[src/rtl/serial_adder_pkg.sv]
// Shared types and constants for the bit-serial adder controller.
package serial_adder_pkg;

  typedef enum logic [1:0] {
    IDLE = 2'd0,
    RUN  = 2'd1,
    DONE = 2'd2
  } state_e;

  localparam int DEFAULT_WIDTH = 8;

endpackage

[src/rtl/full_adder_cell.sv]
// One-bit full adder built from two half-adder XOR/AND pairs and an OR.
module full_adder_cell (
  input  logic a,
  input  logic b,
  input  logic cin,
  output logic s,
  output logic co
);

  logic p, g1, g2;

  xor u_x1 (p,  a, b);
  and u_a1 (g1, a, b);
  xor u_x2 (s,  p, cin);
  and u_a2 (g2, p, cin);
  or  u_o1 (co, g1, g2);

endmodule

[src/rtl/serial_adder_ctrl.sv]
// Bit-serial adder: one full-add per RUN cycle, LSB first, result held in DONE
// until the consumer takes it.
module serial_adder_ctrl
  import serial_adder_pkg::*;
#(
  parameter int WIDTH = DEFAULT_WIDTH
) (
  input  logic             clk,
  input  logic             rst_n,
  input  logic             start_valid,
  output logic             start_ready,
  input  logic [WIDTH-1:0] a,
  input  logic [WIDTH-1:0] b,
  input  logic             cin,
  output logic             busy,
  output logic             result_valid,
  input  logic             result_ready,
  output logic [WIDTH-1:0] sum,
  output logic             cout
);

  localparam int CW = $clog2(WIDTH + 1);
  localparam logic [CW-1:0] LAST = CW'(WIDTH - 1);

  state_e           state_q, state_d;
  logic [WIDTH-1:0] a_q, a_d, b_q, b_d, sum_q, sum_d, sum_nx;
  logic             carry_q, carry_d, cout_q, cout_d;
  logic [CW-1:0]    cnt_q, cnt_d;
  logic             fa_s, fa_co;
  logic             accept, last_bit;

  full_adder_cell u_fa (
    .a   (a_q[0]),
    .b   (b_q[0]),
    .cin (carry_q),
    .s   (fa_s),
    .co  (fa_co)
  );

  assign accept   = start_valid && (state_q == IDLE);
  assign last_bit = (cnt_q == LAST);

  // New sum bit enters at the MSB so after WIDTH shifts bit 0 sits at sum[0].
  generate
    if (WIDTH == 1) begin : g_sum1
      assign sum_nx = fa_s;
    end else begin : g_sumn
      assign sum_nx = {fa_s, sum_q[WIDTH-1:1]};
    end
  endgenerate

  always_ff @(posedge clk or negedge rst_n) begin
    if (!rst_n) state_q <= IDLE;
    else        state_q <= state_d;
  end

  always_comb begin
    state_d = state_q;
    case (state_q)
      IDLE:    if (start_valid)  state_d = RUN;
      RUN:     if (last_bit)     state_d = DONE;
      DONE:    if (result_ready) state_d = IDLE;
      default:                   state_d = IDLE;
    endcase
  end

  always_comb begin
    start_ready  = (state_q == IDLE);
    busy         = (state_q == RUN);
    result_valid = (state_q == DONE);
  end

  always_comb begin
    a_d     = a_q;
    b_d     = b_q;
    sum_d   = sum_q;
    carry_d = carry_q;
    cout_d  = cout_q;
    cnt_d   = cnt_q;
    if (accept) begin
      a_d     = a;
      b_d     = b;
      carry_d = cin;
      cnt_d   = '0;
    end else if (state_q == RUN) begin
      a_d     = a_q >> 1;
      b_d     = b_q >> 1;
      sum_d   = sum_nx;
      carry_d = fa_co;
      cnt_d   = cnt_q + CW'(1);
      if (last_bit) cout_d = fa_co;
    end
  end

  always_ff @(posedge clk or negedge rst_n) begin
    if (!rst_n) begin
      a_q     <= '0;
      b_q     <= '0;
      sum_q   <= '0;
      carry_q <= 1'b0;
      cout_q  <= 1'b0;
      cnt_q   <= '0;
    end else begin
      a_q     <= a_d;
      b_q     <= b_d;
      sum_q   <= sum_d;
      carry_q <= carry_d;
      cout_q  <= cout_d;
      cnt_q   <= cnt_d;
    end
  end

  assign sum  = sum_q;
  assign cout = cout_q;

endmodule

[config.mk]
export PLATFORM = sky130hd
export DESIGN_NAME = serial_adder_ctrl
export DESIGN_NICKNAME = d
export VERILOG_FILES = /design/src/rtl/serial_adder_pkg.sv /design/src/rtl/full_adder_cell.sv /design/src/rtl/serial_adder_ctrl.sv
export SDC_FILE = /design/constraint.sdc
export NUM_CORES = 1
export LEC_CHECK = 0
export ABC_AREA = 1
export BUFFER_PORTS_ARGS = -buffer_cell sky130_fd_sc_hd__buf_2
export CAP_MARGIN = 30
export CORE_MARGIN = 3
export CORE_UTILIZATION = 35
export CTS_CLUSTER_SIZE = 30
export DETAILED_ROUTE_END_ITERATION = 10
export HOLD_SLACK_MARGIN = 0.06
export SLEW_MARGIN = 30
export SYNTH_ARGS = -nofsm -noshare
export SYNTH_HDL_FRONTEND = slang
export SYNTH_SLANG_ARGS = --single-unit
[constraint.sdc]
create_clock -name clk -period 1.74 [get_ports clk]
set_clock_uncertainty 0.2 [all_clocks]
set_input_delay 0.174 -clock clk [delete_from_list [all_inputs] [get_ports clk]]
set_output_delay 0.174 -clock clk [all_outputs]
set_load 0.02 [all_outputs]
==> flow_summary.toml <==
[run_status]
run_status = "finished, final reports clean"

[floorplanning]
dieWidth_um = 71.50
initial_utilization_pct = 37.00
die_area_sq_um = 5112
core.rowCount = 23
io-pin-count = 33
core_footprint_sq_um = 4058
dieHeight_um = 71.50

[pwr]
p_leak_uw = 0.001129
cellPowerDensity_nw_per_um2 = 1594
worst_ir_drop_vdd_mv = 0.5085

[yosys]
syn-cell-area_sq_um = 1501
synthDominantCellAreaShare_pct = 53.33
synth_sequential_area_ratio_pct = 53.33
synth_seq_cells = 32
post_synth_num_cell_types = 15
yosys_warnings = 0
synth_cells = 198
synth.top_cells.by_area = "dfrtp_1, nand2_1, inv_1, o21ai_0, nand3_1"
syn-mean-instance-area_sq_um = 7.583
synth_top_area_cell = "dfrtp_1"
postSynthNetCount = 221

[min_path]
worstHoldStart = "start_valid"
hold_path.class = "input port to flop"
worst_hold_path.endpoint = "b_q[7]"
timing.hold.worst_path_depth = 5

[grt]
overflow = 0
largest_net_degree_at_the_start_of_global_routing = 33
number_of_global_route_vias_before_repair = 1281
antenna_found_initial = 0
global_route_usage_over_all_layers_pct = 14.37
grt_first_pass_wirelength_um = 5727

[worst_setup_path]
worstSetupEndpointType = "output port"
data_arrival_time_at_the_worst_slack_endpoint_ps = 1240
rrSetupSlack_ps = 280
crit_path_max_incr_delay_ps = 410
critical_path_buf_inv_count = 3
worst-r2r-cell-count = 6
worst_setup_path_start_kind = "flop"
timing_worst_setup_path_type = "flop to output port"
critical_path.reg2reg.startpoint = "state_q[0]"
critical_path.reg2reg.endpoint = "cnt_q[3]"
critPathMaxFanout = 30
crit_chain = "inv_2 > nor2_2 > buf_12 > buf_2"
cpMaxStageDelayCell = "dfrtp_2"
required_time_of_the_critical_path_ps = 1370
critPathTopFamily = "buffers and inverters"

[sta]
timing.final.setup_violations = 0
hold_viol_final = 0
tightest_slew_ps = 448.8
final-max-slew-violation-count = 0
fin_worst_hold_slack_ps = 149.0
min_period_over_period_pct = 92.79
timing.slew.headroom_pct = 70.01
fmaxAchievable_ghz = 0.6194
rsz_0062_raised_after_global_routing = "false"
sum_of_negative_setup_slack_ps = 0
period_minus_slack_ps = 1614

[clock_tree]
worst_setup_hold_path_clk_slew_ps = 60
clk_root_buffer_cell = "clkbuf_8"
clock-sinks = 32
clk_lat_worst_skew_ps = 280
cts-root-to-sink-buffers = 2
cts_tree = "yes"
cts.repair_timing.setup_buffer_count = 0
cts_buffers = 5
htree_levels = 2

[drt]
vias = 1314
drtPass1Iterations = 4
drc = 0
final_antenna_net_count = 0
detail_route.iter0.violations = 88
routed_wire_length_per_instance_um = 10.66
vias_per_cell = 4.322
wirelength_um = 3240

[final_layout]
layout.cells.most_common = "nand2_1"
fillers = 417
footprint_of_the_flip_flops_and_latches_sq_um = 802.0
finalCoreUtilization_pct = 49.37
antennaDiodeCount = 0
drive_gt1_share_pct = 18.50
multi_input_gate_area_in_the_final_layout_sq_um = 584.3
fin_nets = 276
flow.area_growth_from_synthesis_pct = 33.42
mostFrequentLayoutCells = "nand2_1, buf_2, dfrtp_1, dlygate4sd3_1, inv_1"

[job]
cap_violations = 0

[placement]
place.detailed.hpwl_um = 2106
io_buffer_count = 32
gp_routability_congestion = 0.7553
[worst max-delay path by stage]
stage | startpoint | end | slack [ps] | cells past startpoint
5_1_grt | state_q[0] | busy | 50 | 4
4_1_cts | state_q[0] | busy | 70 | 4
6_report | state_q[0] | busy | 130 | 4
3_5_place_dp | state_q[0] | cnt_q[3] | 260 | 6
2_1_floorplan | state_q[0] | a_q[1] | 220 | 6
3_3_place_gp | state_q[0] | cnt_q[3] | 250 | 6
[state kept, by name, summed over array words and instances (netlist names)]
name     cells
state_q      2
b_q          8
cout         1
cnt_q        4
a_q          8
sum          8
carry_q      1
[report_power, final]
part | switching [uW] | total, uW | internal, uW
combinational | 829 | 1330 | 502
clock | 261 | 584 | 322
sequential | 203 | 1280 | 1080
total | 1290 | 3190 | 1900
[layer usage]
layer  vias up  wire length, um  global-route usage, %
met5         -                0                      0
met4         0               52                  5.637
met3         5              126                  4.488
met2        19             1474                  23.06
met1       591             1586                  18.11
li1        699                -                      -
[synth_stat cells]
cell	instances
buf_2	3
buf_4	4
dfrtp_1	32
fa_1	1
ha_1	1
inv_1	17
inv_2	2
nand2_1	114
nand3_1	6
nor2_1	5
nor2_2	1
nor2_4	1
o21ai_0	9
o21ai_1	1
o31ai_1	1
[final cells by class]
type	instances	share of cell area [%]
Sequential cell	32	40.04
Multi-Input combinational cell	140	29.17
Timing Repair Buffer	55	19.61
Clock buffer	8	4.497
Inverter	19	3.560
Tap cell	50	3.123
[logic make-up (layout without fill, tap and decap cells)]
kind of cell             count (synthesis)  in the layout  share of synthesized area [%]
AO/OA/AOI/OAI                           11             11                          3.833
AND/OR/NAND/NOR                        127            127                          32.92
adder cells (fa/ha/maj)                  2              2                          2.167
flip-flops                              32             32                          53.33
buffers and inverters                   26             82                          7.750
[metrics by stage]
stage	cell area, sq um	worst slack [ps]	std cells	power, uW
3_3_place_gp	1722	245.1	277	2582
5_1_grt	2003	48.22	304	3509
3_5_place_dp	1722	263.4	277	2618
6_report	2003	125.5	304	3193
2_1_floorplan	1501	224.3	198	2215
4_1_cts	2002	74.44	304	3250
[what timing repair did]
item	4_1_cts	5_1_grt
gates resized for setup	0	1
endpoints found under the setup margin	0	1
endpoints found under the hold margin	50	0
hold buffers	19	0
[worst reg2reg max path: stages, from the launching register on]
cell and delay, ps:
dfrtp_2 440, nor2_1 130, nand2_1 290, nand2_1 140, nand2_1 60, nand2_1 60, inv_1 40
No activity file was read; power rests on OpenSTA's default activity.
